$ cat config.mk
export PLATFORM = sky130hd
export DESIGN_NAME = frame_reader_flat
export DESIGN_NICKNAME = d
export VERILOG_FILES = /design/src/rtl/frame_reader_if.sv /design/src/rtl/frame_reader.sv /design/src/flat_wrapper.sv
export SDC_FILE = /design/constraint.sdc
export NUM_CORES = 1
export LEC_CHECK = 0
export CORE_UTILIZATION = 50
export CTS_CLUSTER_DIAMETER = 120
export DETAILED_ROUTE_END_ITERATION = 6
export HOLD_SLACK_MARGIN = 0.05
export PLACE_DENSITY = 0.84
export SYNTH_ARGS = -nofsm -noshare
export SYNTH_HDL_FRONTEND = slang
export SYNTH_SLANG_ARGS = --single-unit
$ cat constraint.sdc
create_clock -name clk -period 2.2 [get_ports clk]
set_input_delay 0.44 -clock clk [delete_from_list [all_inputs] [get_ports clk]]
set_output_delay 0.44 -clock clk [all_outputs]
set_load 0.01 [all_outputs]
$ cat src/rtl/frame_reader_if.sv
// Memory read bus plus pixel stream of frame_reader, bundled so that the reader
// (master) and the memory/consumer side (slave) share one connection.
interface frame_reader_if #(
    parameter int WD = 8,
    parameter int AW = 17
);
    logic          cs;
    logic          we;
    logic [AW-1:0] addr;
    logic [WD-1:0] mem_dout;
    logic          m_valid;
    logic          m_ready;
    logic [WD-1:0] m_data;
    logic          m_eol;
    logic          m_eof;

    modport master (
        output cs, we, addr, m_valid, m_data, m_eol, m_eof,
        input  mem_dout, m_ready
    );

    modport slave (
        input  cs, we, addr, m_valid, m_data, m_eol, m_eof,
        output mem_dout, m_ready
    );
endinterface

$ cat src/rtl/frame_reader.sv
// Streams an IMG_W x IMG_H frame out of the single-port image buffer in raster
// order. Reads are credit-limited so the output skid FIFO can never overflow.
module frame_reader #(
    parameter int WD         = 8,
    parameter int AW         = 17,
    parameter int IMG_W      = 256,
    parameter int IMG_H      = 256,
    parameter int BASE       = 65536,
    parameter int FIFO_DEPTH = 4
) (
    input  logic          clk,
    input  logic          reset,
    input  logic          start,
    output logic          busy,
    output logic          finish,
    output logic [1:0]    o_dbg_state,
    frame_reader_if.master bus
);
    localparam int XW = (IMG_W > 1) ? $clog2(IMG_W) : 1;
    localparam int YW = (IMG_H > 1) ? $clog2(IMG_H) : 1;
    localparam int PW = $clog2(FIFO_DEPTH);
    localparam int CW = PW + 1;
    localparam logic [AW-1:0] BASE_A = AW'(BASE);

    typedef enum logic [1:0] {
        S_IDLE  = 2'd0,
        S_READ  = 2'd1,
        S_DRAIN = 2'd2,
        S_DONE  = 2'd3
    } state_t;

    state_t         r_state;
    state_t         w_next;
    logic [XW-1:0]  r_x;
    logic [YW-1:0]  r_y;
    logic [AW-1:0]  r_addr;
    logic           r_inflight;
    logic [1:0]     r_tag;
    logic [WD-1:0]  r_fifo_data [FIFO_DEPTH];
    logic [1:0]     r_fifo_tag  [FIFO_DEPTH];
    logic [PW-1:0]  r_wr_ptr;
    logic [PW-1:0]  r_rd_ptr;
    logic [CW-1:0]  r_count;

    logic w_credit;
    logic w_issue;
    logic w_eol;
    logic w_eof;
    logic w_push;
    logic w_pop;
    logic w_valid;

    // A read is only issued when the FIFO has room for it and for the read already in flight.
    assign w_credit = (r_count + CW'(r_inflight)) < CW'(FIFO_DEPTH);
    assign w_issue  = (r_state == S_READ) && w_credit;
    assign w_eol    = (r_x == XW'(IMG_W - 1));
    assign w_eof    = w_eol && (r_y == YW'(IMG_H - 1));
    assign w_push   = r_inflight;
    assign w_valid  = (r_count != '0);
    // Stream handshake: a beat moves on any cycle with m_valid && m_ready; while
    // m_valid is high and m_ready low, m_data/m_eol/m_eof are held unchanged.
    assign w_pop    = w_valid && bus.m_ready;

    always_comb begin
        w_next = r_state;
        busy   = 1'b0;
        finish = 1'b0;
        case (r_state)
            S_IDLE: begin
                if (start) w_next = S_READ;
            end
            S_READ: begin
                busy = 1'b1;
                if (w_issue && w_eof) w_next = S_DRAIN;
            end
            S_DRAIN: begin
                busy = 1'b1;
                if (r_count == '0 && !r_inflight) w_next = S_DONE;
            end
            S_DONE: begin
                finish = 1'b1;
                w_next = S_IDLE;
            end
            default: w_next = S_IDLE;
        endcase
    end

    always_ff @(posedge clk) begin
        if (reset) begin
            r_state    <= S_IDLE;
            r_x        <= '0;
            r_y        <= '0;
            r_addr     <= BASE_A;
            r_inflight <= 1'b0;
            r_tag      <= '0;
            r_wr_ptr   <= '0;
            r_rd_ptr   <= '0;
            r_count    <= '0;
        end else begin
            r_state    <= w_next;
            r_inflight <= w_issue;
            r_tag      <= {w_eof, w_eol};
            if (r_state == S_IDLE && start) begin
                r_x    <= '0;
                r_y    <= '0;
                r_addr <= BASE_A;
            end else if (w_issue) begin
                // Raster order is contiguous in memory, so the address just counts up.
                r_addr <= r_addr + AW'(1);
                if (w_eol) begin
                    r_x <= '0;
                    r_y <= w_eof ? '0 : r_y + YW'(1);
                end else begin
                    r_x <= r_x + XW'(1);
                end
            end
            if (w_push) r_wr_ptr <= r_wr_ptr + PW'(1);
            if (w_pop)  r_rd_ptr <= r_rd_ptr + PW'(1);
            case ({w_push, w_pop})
                2'b10:   r_count <= r_count + CW'(1);
                2'b01:   r_count <= r_count - CW'(1);
                default: r_count <= r_count;
            endcase
        end
    end

    always_ff @(posedge clk) begin
        if (w_push) begin
            r_fifo_data[r_wr_ptr] <= bus.mem_dout;
            r_fifo_tag[r_wr_ptr]  <= r_tag;
        end
    end

    assign bus.cs      = w_issue;
    assign bus.we      = 1'b0;
    assign bus.addr    = w_issue ? r_addr : '0;
    assign bus.m_valid = w_valid;
    assign bus.m_data  = w_valid ? r_fifo_data[r_rd_ptr] : '0;
    assign bus.m_eol   = w_valid && r_fifo_tag[r_rd_ptr][0];
    assign bus.m_eof   = w_valid && r_fifo_tag[r_rd_ptr][1];
    assign o_dbg_state = r_state;
endmodule
$ cat src/flat_wrapper.sv
// flat-port wrapper written by rule: the top's interface ports become plain ports
module frame_reader_flat 
#(
    parameter int WD         = 8,
    parameter int AW         = 17,
    parameter int IMG_W      = 256,
    parameter int IMG_H      = 256,
    parameter int BASE       = 65536,
    parameter int FIFO_DEPTH = 4
)
  (clk, reset, start, busy, finish, o_dbg_state, bus_cs, bus_we, bus_addr, bus_m_valid, bus_m_data, bus_m_eol, bus_m_eof, bus_mem_dout, bus_m_ready);
  frame_reader_if #(.WD(WD), .AW(AW)) bus_i ();
  input  logic clk;
  input  logic reset;
  input  logic start;
  output logic busy;
  output logic finish;
  output logic [1:0] o_dbg_state;
  output wire logic [$bits(bus_i.cs)-1:0] bus_cs;
  output wire logic [$bits(bus_i.we)-1:0] bus_we;
  output wire logic [$bits(bus_i.addr)-1:0] bus_addr;
  output wire logic [$bits(bus_i.m_valid)-1:0] bus_m_valid;
  output wire logic [$bits(bus_i.m_data)-1:0] bus_m_data;
  output wire logic [$bits(bus_i.m_eol)-1:0] bus_m_eol;
  output wire logic [$bits(bus_i.m_eof)-1:0] bus_m_eof;
  input wire logic [$bits(bus_i.mem_dout)-1:0] bus_mem_dout;
  input wire logic [$bits(bus_i.m_ready)-1:0] bus_m_ready;
  assign bus_cs = bus_i.cs;
  assign bus_we = bus_i.we;
  assign bus_addr = bus_i.addr;
  assign bus_m_valid = bus_i.m_valid;
  assign bus_m_data = bus_i.m_data;
  assign bus_m_eol = bus_i.m_eol;
  assign bus_m_eof = bus_i.m_eof;
  assign bus_i.mem_dout = bus_mem_dout;
  assign bus_i.m_ready = bus_m_ready;
  frame_reader #(.WD(WD), .AW(AW), .IMG_W(IMG_W), .IMG_H(IMG_H), .BASE(BASE), .FIFO_DEPTH(FIFO_DEPTH)) u_core (.clk(clk), .reset(reset), .start(start), .busy(busy), .finish(finish), .o_dbg_state(o_dbg_state), .bus(bus_i));
endmodule
== Word-level counts from Yosys, hierarchy flattened ==
Memories as Yosys holds them, arrays and structs flattened. A register that Yosys moved wholly into a read port is not among the register bits.
Index checks and enable logic that the tools add are counted.

* Word-level logic and storage cells: 64
* Bits in registers: 45
* Bits in read-only memories: 0
* Memories kept: 2
* Output and inout port bits: 34
* Input port bits: 12
* Memory bits (writable): 40
* Bits in latches: 0

* Shifts and indexed selects: 0
* Divide/modulo/power cells: 0
* Eq/ne operators: 10
* Multiplexer cells: 17
* Bitwise operators: 0
* Add/subtract/negate cells: 8
* Reduce and logical (&&, ||, !) cells: 17
* $lt $le $gt $ge: 1
* Multiply operators: 0

{| class="wikitable"
|+ Memories
! memory !! words !! bits a word !! read ports !! clocked after memory_dff !! wr ports !! RTL line !! text
|-
| u_core.r_fifo_data || 4 || 8 || 1 || 1 || 1 || frame_reader.sv:39 || <nowiki>logic [WD-1:0] r_fifo_data [FIFO_DEPTH];</nowiki>
|-
| u_core.r_fifo_tag || 4 || 2 || 1 || 1 || 1 || frame_reader.sv:40 || <nowiki>logic [1:0] r_fifo_tag [FIFO_DEPTH];</nowiki>
|}

{| class="wikitable"
|+ Operators with widths
! cell !! count
|-
| $mux 8 || 3
|-
| $add 17x1->17 const B || 1
|-
| $mux 17 || 1
|-
| $add 8x1->8 const B || 2
|-
| $eq 8x8->1 const B || 2
|-
| $mux 2 || 7
|-
| $logic_and 1x1->1 || 8
|-
| $pmux 2 s4 || 1
|-
| $eq 2x2->1 const B || 3
|-
| $pmux 3 s2 || 1
|-
| $add 2x1->2 const B || 2
|-
| $eq 2x1->1 const B || 2
|-
| $mux 1 || 4
|-
| $ne 2x2->1 const B || 2
|-
| $reduce_or 2->1 || 2
|-
| $add 3x1->3 || 1
|-
| $add 3x1->3 const B || 1
|-
| $logic_not 3->1 || 1
|-
| $lt 3x3->1 const B || 1
|-
| $reduce_and 3->1 || 1
|-
| $reduce_bool 3->1 || 1
|-
| $sub 3x1->3 const B || 1
|-
| $logic_not 2->1 || 1
|-
| $ne 2x1->1 const B || 1
|-
| 3 further kinds || 3
|}

== Longest topological paths before layout ==
Gate-level depths: netlist of run 1.

* Word-level depth: 6
* Gate-level depth with buffers: 8
* Depth with buffers taken out: 8

== Worst setup path after synthesis of run 1 ==
No wires, ideal clock.

* Kind: flip-flop to flip-flop
* Start point: register u_core.r_count[0]
* End point: register u_core.r_count[2]
* Stages on the path, launching flop included: 9
* Arrival: 1.994 ns
* Slack: 0.135 ns
* Period minus slack after synthesis: 2.065 ns
* Library setup time: 0.071 ns
* Buffers on the path: 0
* Data required time: 2.129 ns
* Cells stage by stage: dfxtp_1 > or3_1 > and2_1 > ha_1 > inv_1 > fa_1 > xor2_1 > or3_1 > a21oi_1

* Longest elaborated chain between the ends: 4
* Elaborated cells on any way between the ends: 8
* Those cells by class: 2 x add/sub; 2 x eq/ne; 1 x mux; 3 x reduce/logical

{| class="wikitable"
|+ Ends and longest elaborated chain
! element !! RTL line !! text
|-
| start, declared || frame_reader.sv:43 || <nowiki>logic [CW-1:0] r_count;</nowiki>
|-
| start signal, assigned || frame_reader.sv:120 || <nowiki>2'b10: r_count <= r_count + CW'(1);</nowiki>
|-
| start signal, assigned || frame_reader.sv:121 || <nowiki>2'b01: r_count <= r_count - CW'(1);</nowiki>
|-
| start signal, assigned || frame_reader.sv:122 || <nowiki>default: r_count <= r_count;</nowiki>
|-
| $reduce_bool 3->1 * || frame_reader.sv:59 || <nowiki>assign w_valid = (r_count != '0);</nowiki>
|-
| $logic_and 1x1->1 * || frame_reader.sv:62 || <nowiki>assign w_pop = w_valid && bus.m_ready;</nowiki>
|-
| named net u_core.w_pop || frame_reader.sv:50 || <nowiki>logic w_pop;</nowiki>
|-
| $eq 2x1->1 or $eq 2x2->1 (tied branches) || frame_reader.sv:119 || <nowiki>case ({w_push, w_pop})</nowiki>
|-
| $pmux 3 s2 or $reduce_bool 2->1 (tied branches) || n/a ||
|}

Mark *: on every way through the listed nets, which the timed path passes. The rest lies on a longest branch.
A chain may end at the register's enable or synchronous reset.

==> results.yml, run 1 <==
setup_path:
  worst_setup_path_start_kind: "register"
  max_stage_delay_ps: 480
  ff2ff_setup_slack_ps: 140
  r2r-start: "u_core.r_count[1]"
  end_kind: "primary output"
  cp_common_cell: "buf_6"
  worst-path-buf-inv: 3
  critPathMaxFanout: 5
  r2r-end: "u_core.r_count[2]"
  critPathArrivalTime_ps: 1720
  rr_worst_depth: 8
  slowest_stage: "mux4_2"
  cp.required_ps: 1760
  path_delay_family: "multiplexers"
  critPathKind: "reg -> out"
  crit_chain: "clkbuf_16 > buf_6 > mux4_2 > and2_4 > buf_6"
routing:
  drtAntennaViolNets: 0
  drt_iter0_markers: 164
  wl_mm: 8.29
  via_per_inst: 5.72
  route.detailed.drc: 0
  wire_per_inst_um: 15.4
  vias: 3078
  first_pass_iters: 4
grt:
  grt_max_degree: 26
  grt_util_all_layers_pct: 20.7
  antenna_found_initial: 0
  grt_pass1_wl_mm: 13.9
  grt_pass1_vias: 2924
  grt_overflow_total: 0
cts:
  cts_root_buf: "clkbuf_8"
  hold_buffers: 0
  clock_path_buffers: 2
  cts_made_buffers: 9
  clk_pin_slew_ps: 90
  cts_max_level: 3
  cts_tree: "built"
  clk_latency_ps: 350
  numClockSinks: 87
min_path:
  min_to: "u_core.r_y[0]"
  hp-class: "reg -> reg"
  worstHoldStart: "u_core.r_y[0]"
  hold_depth: 2
timing:
  clock_skew_ps: 8.05
  period_needed_ps: 2160
  hold_viol: 0
  tightest_slew_ps: 595
  finalSetupViolCount: 0
  finalMaxSlewViolations: 0
  setup_slack_ps: 43.3
  max_slew_margin_pct: 59.9
  whs_ps: 487
  max_clock_freq_ghz: 0.464
  finalCritPeriodShare_pct: 98.0
  rsz0062_at_grt: "yes"
layout:
  nets: 457
  layout_commonest_cell: "dfxtp_1"
  layout_common_cells: "dfxtp_1 (41), edfxtp_1 (40), and2_1 (33), nor2_1 (26)"
  insertedDiodeCount: 0
  drive_above_1_share_pct: 19.7
  syn_to_final_growth_pct: 22.7
  nFillCells: 594
  layout.cells.non_filler: 538
  final_util_pct: 64.5
logic_synthesis:
  synth.net_count: 392
  synthMuxAreaShare_pct: 6.15
  synth_area_um2: 4150
  synth_compound_area_share_pct: 12.1
  ys_types: 51
  synth_fa_ha_area_share_pct: 4.40
  avgSynthCellArea_um2: 11.3
  yosys_warnings: 0
  postSynthCellCount: 366
  seq_area_frac_synth_pct: 51.6
  synth_top_family_by_area: "simple AND/OR/NAND/NOR gates"
  synth-xor-area-share_pct: 3.17
  synthSimpleGateAreaFrac_pct: 18.8
  ys_seq_elements: 87
floorplanning:
  fp.dieArea_um2: 8670
  initial_core_util_pct: 52.6
  die_y_um: 93.1
  ios: 46
  die_x_um: 93.1
  coreArea_um2: 7890
  placementRows: 32
place:
  dp_cells: 515
  gp_congestion: 0.850
  pre_cts_ws_ps: -220
  dpl.hpwl_mm: 5.67
  portBuffers: 44
pwr:
  p_seq_share_pct: 40.9
  combPwrFrac_pct: 34.8
  pwr-share-clk_pct: 24.4
  power_leakage_uw: 0.00181
  ir_drop_mv: 0.435
  sw_frac_of_total_pct: 31.8
  p_int_uw: 3180
  switchingPower_uw: 1480
  p_total_uw: 4670
  pwr_density_cell_nw_per_um2: 916
job:
  cap_violations: 0
run_status:
  status: "complete, no violations"
-- state kept, by name, indices dropped and copies added (netlist names), 2 cells and up, named ones only --
register	count
u_core.r_fifo_data	32
u_core.r_addr	17
u_core.r_fifo_tag	8
u_core.r_x	8
u_core.r_y	8
u_core.r_count	3
u_core.o_dbg_state	2
u_core.r_rd_ptr	2
u_core.r_tag	2
u_core.r_wr_ptr	2
-- synth_stat cells, drive strengths merged --
master | n | area, um2
a21o | 1 | 7.51
mux2i | 3 | 30.0
a31oi | 5 | 46.3
o211ai | 6 | 58.8
ha | 13 | 163
nand4 | 6 | 37.5
xnor2 | 6 | 52.6
nand3 | 11 | 55.1
nand2b | 1 | 6.26
dfxtp | 47 | 941
o311ai | 3 | 26.3
nand2 | 19 | 71.3
nor2 | 26 | 97.6
conb | 1 | 3.75
o41a | 1 | 11.3
a2bb2oi | 1 | 8.76
a41o | 1 | 10.0
nor3 | 1 | 5.00
o31ai | 6 | 45.0
nor4 | 4 | 25.0
or3 | 11 | 68.8
and4 | 7 | 63.8
buf | 9 | 65.1
fa | 1 | 20.0
nor2b | 1 | 6.26
or4 | 7 | 52.6
and3 | 6 | 37.5
mux4 | 10 | 225
o21ai | 9 | 56.3
and2 | 37 | 231
clkbuf | 9 | 33.8
nor4b | 2 | 17.5
or2 | 1 | 6.26
edfxtp | 40 | 1200
xor2 | 9 | 78.8
a31o | 2 | 17.5
o2111ai | 7 | 96.3
o2111a | 1 | 11.3
a21oi | 21 | 105
inv | 14 | 52.6
-- per-stage QoR --
step | instance area, um2 | setup TNS (ps)
final | 5090 | 0
after detailed placement | 4800 | -220
after global placement | 4800 | -171
after floorplan | 4150 | 0
after global routing | 5090 | -71.1
after CTS | 5030 | -73.1
-- cells by family (layout without fill, tap and decap cells) --
logic type	Yosys count	in the layout
multiplexers	13	13
other	1	1
buffers and inverters	32	102
XOR/XNOR	15	15
AO/OA/AOI/OAI	64	64
adder cells (fa/ha/maj)	14	14
flip-flops	87	87
AND/OR/NAND/NOR	140	140
-- worst max path at each step --
| stage | cells after the start | end | from |
|---|---|---|---|
| floorplan | 8 | u_core.r_count[2] | u_core.r_count[0] |
| global placement | 8 | u_core.r_count[2] | bus_m_ready |
| detailed placement | 8 | u_core.r_count[2] | bus_m_ready |
| CTS | 5 | bus_m_data[1] | register |
| global route | 5 | bus_m_data[3] | register |
| finish | 5 | bus_m_data[3] | register |
-- worst reg2reg max path: stages, from the launching register on --
cell and delay (ps):
dfxtp_4 400, or3_1 140, and2_1 170, ha_1 180
inv_1 60, fa_1 430, xor2_1 160, or3_1 310
a21oi_1 140
-- metal layers --
layer	routed length, um	track usage, %	part of all wire (%)
met1	3510	24.6	42
met2	4340	36.3	52
met3	357	4.72	4.3
met4	89	8.08	1.1
met5	0	0	0
-- power groups by stage --
stage	Clock [uW]	Sequential, uW	Combinational, uW
floorplan	0	1920	865
global placement	0	1910	1510
detailed placement	0	1920	1550
CTS	1160	1900	1540
global route	1240	1920	1780
finish	1140	1910	1620
-- what timing repair did --
item                                    4_1_cts  5_1_grt
gates cloned                                  0        1
pin swaps                                     0        5
endpoints found under the setup margin       30       26
gates resized for setup                      61       34
setup buffers                                 5        1
-- final cells by class --
| class | count | area [um2] | area share, % |
|---|---|---|---|
| flip-flops and latches | 87 | 2160 | 42.4 |
| inverters | 14 | 52.6 | 1.03 |
| repair buffers | 72 | 672 | 13.2 |
| clock buffers | 9 | 124 | 2.43 |
| clock inverters | 7 | 80.1 | 1.57 |
| well taps | 102 | 128 | 2.51 |
| multi-input cells | 247 | 1880 | 36.9 |
No activity file was read; power rests on OpenSTA's default activity.
==> run 2: changes to the inputs <==
--- a/config.mk
+++ b/config.mk
@@ -10,6 +10,7 @@
 export DETAILED_ROUTE_END_ITERATION = 6
 export HOLD_SLACK_MARGIN = 0.05
 export PLACE_DENSITY = 0.84
+export RECOVER_POWER = 25
 export SYNTH_ARGS = -nofsm -noshare
 export SYNTH_HDL_FRONTEND = slang
 export SYNTH_SLANG_ARGS = --single-unit
==> run 2 against run 1 <==
Effect of this change: total power down 0.10%; final cell count unchanged; sequential power about the same; sequential share of layout area unchanged; fmax about the same; count of clock-buffer cells in the layout unchanged; largest power group unchanged.
==> results.yml, run 2 (synthesized netlist as in run 1, its figures left out) <==
layout:
  layout_common_cells: "dfxtp_1 (41), edfxtp_1 (40), and2_1 (33), nor2_1 (26)"
  syn_to_final_growth_pct: 22.7
  layout_commonest_cell: "dfxtp_1"
  reg.largest.list: "u_core.r_fifo_data: 32 flops, u_core.r_addr: 17 flops"
  insertedDiodeCount: 0
  largest-register: "u_core.r_fifo_data"
  largest_register_ffs: 32
  drive_above_1_share_pct: 19.7
  layout.cells.non_filler: 538
  nFillCells: 594
  nets: 457
floorplanning:
  initial_core_util_pct: 52.6
  ios: 46
  die_x_um: 93.1
  die_y_um: 93.1
  placementRows: 32
  fp.dieArea_um2: 8670
  coreArea_um2: 7890
cts:
  clock_path_buffers: 2
  cts_max_level: 3
  clk_pin_slew_ps: 90
  numClockSinks: 87
  cts_root_buf: "clkbuf_8"
  hold_buffers: 0
  cts_tree: "built"
  clk_latency_ps: 350
  cts_made_buffers: 9
min_path:
  worstHoldStart: "u_core.r_y[0]"
  hp-class: "reg -> reg"
  min_to: "u_core.r_y[0]"
  hold_depth: 2
setup_path:
  r2r-start: "u_core.r_count[1]"
  critPathMaxFanout: 5
  cp_common_cell: "buf_6"
  path_delay_family: "multiplexers"
  ff2ff_setup_slack_ps: 140
  crit_chain: "clkbuf_16 > buf_6 > mux4_2 > and2_4 > buf_6"
  max_stage_delay_ps: 480
  slowest_stage: "mux4_2"
  end_kind: "primary output"
  cp.required_ps: 1760
  rr_worst_depth: 8
  critPathArrivalTime_ps: 1720
  worst-path-buf-inv: 3
  critPathKind: "reg -> out"
  r2r-end: "u_core.r_count[2]"
  worst_setup_path_start_kind: "register"
timing:
  max_clock_freq_ghz: 0.463
  period_needed_ps: 2160
  finalSetupViolCount: 0
  tightest_slew_ps: 596
  max_slew_margin_pct: 59.9
  hold_viol: 0
  clock_skew_ps: 8.13
  finalCritPeriodShare_pct: 98.1
  finalMaxSlewViolations: 0
  setup_slack_ps: 42.2
  rsz0062_at_grt: "yes"
grt:
  grt_overflow_total: 0
  grt_pass1_wl_mm: 13.9
  grt_max_degree: 26
  antenna_found_initial: 0
  grt_pass1_vias: 2924
  grt_util_all_layers_pct: 20.7
routing:
  first_pass_iters: 4
  drtAntennaViolNets: 0
  route.detailed.drc: 0
  wire_per_inst_um: 15.4
  drt_iter0_markers: 164
  wl_mm: 8.27
  via_per_inst: 5.73
  vias: 3085
pwr:
  p_total_uw: 4660
  ir_drop_mv: 0.434
  power_leakage_uw: 0.00181
  pwr_density_cell_nw_per_um2: 915
job:
  cap_violations: 0
place:
  dpl.hpwl_mm: 5.67
  gp_congestion: 0.850
  portBuffers: 44
  dp_cells: 515
  pre_cts_ws_ps: -220
run_status:
  status: "complete, no violations"
-- run 2: cell types whose count changed in the layout (fill, tap and decap cells not counted) --
cell,before,now
clkdlybuf4s50_1,14,6
dlygate4sd3_1,0,8
-- run 2: how the worst max path moves through the flow --
stage,cells past startpoint,slack [ps],end,from
5_1_grt,5,-20,bus_m_data[3],register
2_1_floorplan,8,140,u_core.r_count[2],u_core.r_count[0]
6_report,5,40,bus_m_data[3],register
3_3_place_gp,8,-170,u_core.r_count[2],bus_m_ready
3_5_place_dp,8,-220,u_core.r_count[2],bus_m_ready
4_1_cts,5,-70,bus_m_data[1],register
-- run 2: power by group --
part	switching (uW)	leakage [uW]	total, uW	internal (uW)
sequential	91.6	0.000747	1910	1810
clock	595	0.000102	1140	541
combinational	793	0.000964	1620	825
-- run 2: repair_timing --
item,CTS,global route
cloned,0,1
setup buffers,5,1
resized for setup,61,34
setup endpoints to repair,30,26
pin swaps,0,5
-- run 2: cell type report --
class	instances	area [um2]	share of cell area (%)
repair buffers	72	672	13.2
clock buffers	9	124	2.43
inverters	14	52.6	1.03
flip-flops and latches	87	2160	42.4
clock inverters	7	80.1	1.57
multi-input cells	247	1880	36.9
well taps	102	128	2.51
-- run 2: tightest hold or removal path, delay by kind of cell (launching register included) --
family | cells | cell delay, ps
flops | 1 | 340
simple gates | 1 | 60
compound gates | 1 | 50
-- run 2: routing by layer --
layer,routed length [um],global-route usage [%]
met5,0,0
met4,89,8.08
met1,3500,24.6
met2,4330,36.3
met3,339,4.72
-- run 2: per-stage QoR --
step	TNS (ps)	hold slack (ps)	area, um2	util [%]
after floorplan	0	438	4150	-
after global placement	-171	448	4800	60.9
after detailed placement	-220	472	4800	60.9
after CTS	-73.1	489	5030	63.8
after global routing	-71.1	506	5090	64.5
final	0	487	5090	64.5
